File: src/rtl/vga_timing_pattern_gen.sv
// Parametrised VGA timing master with four frame-synchronous test patterns.
// All outputs are registered on pix_en from the pre-update hc/vc, so they lag the counters by one pixel tick.
module vga_timing_pattern_gen #(
    parameter int H_ACTIVE = 640,
    parameter int H_FP     = 16,
    parameter int H_SYNC   = 96,
    parameter int H_BP     = 48,
    parameter int V_ACTIVE = 480,
    parameter int V_FP     = 10,
    parameter int V_SYNC   = 2,
    parameter int V_BP     = 33,
    parameter bit HS_POL   = 1'b0,
    parameter bit VS_POL   = 1'b0,
    parameter int COLOR_W  = 4,
    parameter int CNT_W    = 11
) (
    input  logic               clk,
    input  logic               rst,
    input  logic               pix_en,
    input  logic [1:0]         mode_in,
    input  logic               mode_wr,
    output logic               h_sync,
    output logic               v_sync,
    output logic [COLOR_W-1:0] r_out,
    output logic [COLOR_W-1:0] g_out,
    output logic [COLOR_W-1:0] b_out,
    output logic               de,
    output logic [CNT_W-1:0]   px_x,
    output logic [CNT_W-1:0]   px_y,
    output logic               frame_start
);
    localparam int H_TOTAL = H_ACTIVE + H_FP + H_SYNC + H_BP;
    localparam int V_TOTAL = V_ACTIVE + V_FP + V_SYNC + V_BP;
    localparam int BAR_W   = H_ACTIVE / 8;

    localparam logic [CNT_W-1:0] H_LAST   = CNT_W'(H_TOTAL - 1);
    localparam logic [CNT_W-1:0] V_LAST   = CNT_W'(V_TOTAL - 1);
    localparam logic [CNT_W-1:0] H_ACT    = CNT_W'(H_ACTIVE);
    localparam logic [CNT_W-1:0] V_ACT    = CNT_W'(V_ACTIVE);
    localparam logic [CNT_W-1:0] H_SS     = CNT_W'(H_ACTIVE + H_FP);
    localparam logic [CNT_W-1:0] H_SE     = CNT_W'(H_ACTIVE + H_FP + H_SYNC - 1);
    localparam logic [CNT_W-1:0] V_SS     = CNT_W'(V_ACTIVE + V_FP);
    localparam logic [CNT_W-1:0] V_SE     = CNT_W'(V_ACTIVE + V_FP + V_SYNC - 1);
    localparam logic [CNT_W-1:0] BAR_LAST = CNT_W'(BAR_W - 1);
    localparam logic [COLOR_W-1:0] ONES   = {COLOR_W{1'b1}};

    logic [CNT_W-1:0]   hc_q, hc_d, vc_q, vc_d, sub_q, sub_d;
    logic [2:0]         bar_q, bar_d;
    logic [1:0]         mode_pend_q, mode_pend_d, mode_act_q, mode_act_d, mode_sel;
    logic               origin;

    logic               h_sync_q, h_sync_d, v_sync_q, v_sync_d, de_q, de_d, fs_q, fs_d;
    logic [COLOR_W-1:0] r_q, r_d, g_q, g_d, b_q, b_d;
    logic [CNT_W-1:0]   px_x_q, px_y_q;

    assign origin = (hc_q == '0) && (vc_q == '0);
    // The frame-origin pixel already shows the pending mode, so a switch covers the whole frame.
    assign mode_sel = origin ? mode_pend_q : mode_act_q;

    always_comb begin
        hc_d        = hc_q;
        vc_d        = vc_q;
        sub_d       = sub_q;
        bar_d       = bar_q;
        mode_act_d  = mode_act_q;
        mode_pend_d = mode_wr ? mode_in : mode_pend_q;
        if (pix_en) begin
            if (hc_q == H_LAST) begin
                hc_d  = '0;
                vc_d  = (vc_q == V_LAST) ? '0 : vc_q + 1'b1;
                sub_d = '0;
                bar_d = '0;
            end else begin
                hc_d = hc_q + 1'b1;
                // Bar index tracks hc without a divider; it saturates on bar 7 past 8*BAR_W.
                if (sub_q == BAR_LAST) begin
                    sub_d = '0;
                    if (bar_q != 3'd7)
                        bar_d = bar_q + 3'd1;
                end else begin
                    sub_d = sub_q + 1'b1;
                end
            end
            if (origin)
                mode_act_d = mode_pend_q;
        end
    end

    always_comb begin
        de_d     = (hc_q < H_ACT) && (vc_q < V_ACT);
        h_sync_d = (hc_q >= H_SS && hc_q <= H_SE) ? HS_POL : ~HS_POL;
        v_sync_d = (vc_q >= V_SS && vc_q <= V_SE) ? VS_POL : ~VS_POL;
        fs_d     = origin;
        r_d      = '0;
        g_d      = '0;
        b_d      = '0;
        if (de_d) begin
            unique case (mode_sel)
                2'd0: begin
                    r_d = ONES;
                    g_d = ONES;
                    b_d = ONES;
                end
                2'd1: begin
                    // White, yellow, cyan, green, magenta, red, blue, black.
                    r_d = {COLOR_W{~bar_q[1]}};
                    g_d = {COLOR_W{~bar_q[2]}};
                    b_d = {COLOR_W{~bar_q[0]}};
                end
                2'd2: begin
                    if (hc_q[5] ^ vc_q[5]) begin
                        r_d = ONES;
                        g_d = ONES;
                        b_d = ONES;
                    end
                end
                default: begin
                    r_d = hc_q[COLOR_W+4:5];
                    g_d = vc_q[COLOR_W+4:5];
                    b_d = ~hc_q[COLOR_W+4:5];
                end
            endcase
        end
    end

    always_ff @(posedge clk or posedge rst) begin
        if (rst) begin
            hc_q        <= '0;
            vc_q        <= '0;
            sub_q       <= '0;
            bar_q       <= '0;
            mode_pend_q <= '0;
            mode_act_q  <= '0;
        end else begin
            hc_q        <= hc_d;
            vc_q        <= vc_d;
            sub_q       <= sub_d;
            bar_q       <= bar_d;
            mode_pend_q <= mode_pend_d;
            mode_act_q  <= mode_act_d;
        end
    end

    always_ff @(posedge clk or posedge rst) begin
        if (rst) begin
            h_sync_q <= ~HS_POL;
            v_sync_q <= ~VS_POL;
            de_q     <= 1'b0;
            fs_q     <= 1'b0;
            r_q      <= '0;
            g_q      <= '0;
            b_q      <= '0;
            px_x_q   <= '0;
            px_y_q   <= '0;
        end else if (pix_en) begin
            h_sync_q <= h_sync_d;
            v_sync_q <= v_sync_d;
            de_q     <= de_d;
            fs_q     <= fs_d;
            r_q      <= r_d;
            g_q      <= g_d;
            b_q      <= b_d;
            px_x_q   <= hc_q;
            px_y_q   <= vc_q;
        end
    end

    assign h_sync      = h_sync_q;
    assign v_sync      = v_sync_q;
    assign de          = de_q;
    assign frame_start = fs_q;
    assign r_out       = r_q;
    assign g_out       = g_q;
    assign b_out       = b_q;
    assign px_x        = px_x_q;
    assign px_y        = px_y_q;
endmodule

File: config.mk
export PLATFORM = sky130hd
export DESIGN_NAME = vga_timing_pattern_gen
export DESIGN_NICKNAME = d
export VERILOG_FILES = /design/src/rtl/vga_timing_pattern_gen.sv
export SDC_FILE = /design/constraint.sdc
export NUM_CORES = 1
export LEC_CHECK = 0
export BUFFER_PORTS_ARGS = -buffer_cell sky130_fd_sc_hd__buf_2
export CORE_MARGIN = 8
export CORE_UTILIZATION = 45
export DETAILED_ROUTE_END_ITERATION = 12
export HOLD_SLACK_MARGIN = 0.03
export PLACE_DENSITY_LB_ADDON = 0.05
export SLEW_MARGIN = 0
export SYNTH_ARGS = -nofsm -noshare
export SYNTH_HDL_FRONTEND = slang
export SYNTH_SLANG_ARGS = --single-unit
File: constraint.sdc
create_clock -name clk -period 3.67 [get_ports clk]
set_input_delay 0.367 -clock clk [delete_from_list [all_inputs] [get_ports clk]]
set_output_delay 0.367 -clock clk [all_outputs]
set_load 0.005 [all_outputs]
==> impl_metrics.tcl <==
set metrics [dict create \
    power.density_mw_per_mm2 482 \
    top_usage_layer "met2" \
    grtUsageMet2_pct 23.9 \
    die_area_mm2 0.0117 \
    seq_area_frac_synth_pct 51.2 \
    synth_ff_type "dfrtp_1" \
    drive_gt1_share_pct 24.4 \
    die_h_um 108 \
    synth.area.top_cells "dfrtp_1, mux2_2, o21ai_0, o32ai_1, inv_1" \
    hold_viol_final 0 \
    post_layout_nonfiller_instances 506 \
    grt_pass1_wl_mm 14.5 \
    drv_cap 0 \
    first_iter_violations 158 \
    ctsResizeCount 0 \
    core_area_mm2 0.00822 \
    worst_clock_skew_ns 0.0133 \
    routed_wl_mm 8.56 \
    rsz0062_at_grt "no" \
    finalInstanceArea_mm2 0.00433 \
    wire_per_inst_um 16.9 \
    syn_area_per_cell_um2 10.6 \
    dp.cells 490 \
    cts_root_buffer "clkbuf_8" \
    area.growth.synth_to_final_pct 13.4 \
    start_util_pct 46.4 \
    p_leak_uw 0.00203 \
    layout_common_cells "dfrtp_1, buf_2, nand2_1, inv_1, o21ai_0" \
    final_common_cell "dfrtp_1" \
    status "finished, final reports clean" \
    drt-vias-per-instance 5.51 \
    irDropWorstVdd_mv 0.262 \
    first_global_vias 2840 \
    tns_ns 0 \
    final_util_pct 52.6 \
    setup_viol_count_final 0 \
    drc 0 \
    drtPass1Iterations 6 \
    hold_path.class "input pin to async pin" \
    async_flop_share_pct 100 \
    final_max_slew_viol_count 0 \
    final.fill_count 765 \
    period_share_pct 73.1 \
    globalRouteTotalUtil_pct 15.7 \
    worst_slew_pin_slew_ns 0.895 \
    io_pins 44 \
    final_nets 409 \
    yosysTopAreaCell "dfrtp_1" \
    grt_start_max_net_pins 48 \
    ctsHtreeMaxLevel 3 \
    clock_latency_ns 0.35 \
    vias 2789 \
    syn_inst 361 \
    min_period_ns 2.68 \
    portBuffers 43 \
    crit_path_start_kind "flop" \
    clock.fmax_mhz 373 \
    endpoint_kind "flop" \
    worstSetupPathType "flop to flop" \
    holdWs_ns 0.137 \
    cts_tree "built" \
    fp-row-count 33 \
    diodes 0 \
    cts.sinks 78 \
    antenna_found_initial 0 \
    cts_setup_buffers 0 \
    syn_area_mm2 0.00381 \
    cts_buffers 9 \
    crit_arrival_ns 2.93 \
    slew_headroom_pct 40.2 \
    die_x_um 108 \
    postPlaceCellArea_mm2 0.00409 \
    syn-num-nets 374 \
    grt.met3_usage_pct 3.15 \
    required_ns 3.91 \
    synth_enable_flop_cells 0 \
    cts.clk_slew.worst_paths_ns 0.08 \
    grt.overflow.total 0 \
    post-synth-top-area-fraction_pct 49.9 \
    ys_ff_latch 78 \
    ys_types 49 \
    yosysWarnings 0 \
    crit_fanout 12 \
    ant_nets 0 \
    cts_buffer_depth 2 \
    cts_hold_buf 0 \
    gp_congestion 0.845 \
    grt_use_met1_pct 20.6 \
    hpwl_mm 6.02 \
]
==> synthesized netlist by cell type, types with 2 or more instances <==
master     count
nor2_1        13
nand3b_1       4
dfrtp_1       76
o32ai_1       12
xor2_1         7
inv_1         26
xnor2_1        9
nor3_1         6
or2_1          2
nor3b_1        3
nand4b_1       2
a21boi_0       5
and2_1         2
dfstp_2        2
nand2_1       25
mux2_2        23
ha_1           7
a21boi_2       3
clkbuf_1      19
buf_6          2
o211ai_1       2
and4_1         2
a21o_1         4
o22ai_1        2
buf_2          3
nand2b_1       4
nor4b_1        4
or3_1          3
or4_4          2
nor4_1         4
a31oi_1        2
a21oi_1        8
o31ai_1        8
o21ai_0       24
nand3_1       12
or3_4          2
and3_1         8
nand4_1        7
o2bb2ai_1      2
==> flip-flops by register name, indices dropped and copies added, names as in the netlist, 2 cells and up <==
name	count
px_y	11
mode_act_q	2
mode_pend_q	2
bar_q	3
b_out	4
px_x	11
sub_q	11
vc_q	11
g_out	4
r_out	4
hc_q	11
==> cell families after synthesis <==
kind of cell | share of synthesized area, %
multiplexers | 7.05
buffers and inverters | 5.41
adder cells (fa/ha/maj) | 2.30
AND/OR/NAND/NOR | 16.3
XOR/XNOR | 3.67
flip-flops | 51.2
AO/OA/AOI/OAI | 14.0
==> report_power, final <==
group | switching [uW] | leakage, uW | internal, uW
Sequential | 97.7 | 0.000994 | 947
Clock | 304 | 0.000120 | 438
Combinational | 158 | 0.000921 | 141
Total | 560 | 0.00203 | 1530
==> worst max-delay path: stages (launching register included) <==
cell      delay (ns)
dfrtp_1         0.48
or4_1           0.54
or2_1           0.31
o211ai_1        0.73
a21boi_0        0.21
o32ai_1         0.30
==> layer usage <==
metal  wire length (um)  part of all wire (%)  vias to the layer above
li1                   -                     -                     1377
met1               4160                    49                     1349
met2               3880                    45                       46
met3                312                   3.6                       17
met4                207                   2.4                        0
met5                  0                     0                        -
==> worst paths after layout <==
| path | startpoint | endpoint | slack [ns] | depth (start not counted) |
|---|---|---|---|---|
| worst max-delay path | vc_q[5] | b_out[2] | 0.99 | 5 |
| worst min-delay path | rst | b_out[3] | 0.14 | 2 |
| worst max register to register | vc_q[5] | b_out[2] | 0.99 | 5 |
| worst min register to register | de | de | 0.49 | 1 |
| max in group asynchronous | rst | h_sync | 2.59 | 3 |
| min in group clk | mode_in[1] | mode_pend_q[1] | 0.24 | 2 |
==> through the flow <==
| step | setup WS, ns | power [uW] |
|---|---|---|
| after floorplan | 1.31 | 1260 |
| after global placement | 1.12 | 1360 |
| after detailed placement | 1.05 | 1360 |
| after CTS | 1.03 | 2120 |
| after global routing | 0.746 | 2200 |
| final | 0.987 | 2090 |
==> area by class of cell <==
cell class | count | area, um2 | area share (%)
Inverter | 26 | 98.8 | 2.29
Tap cell | 105 | 131 | 3.04
Clock inverter | 3 | 65.1 | 1.50
Multi-Input combinational cell | 233 | 1650 | 38.2
Timing Repair Buffer | 48 | 253 | 5.84
Sequential cell | 78 | 1950 | 45.2
Clock buffer | 13 | 169 | 3.91
Note: power is estimated with default switching activity, not from simulation.
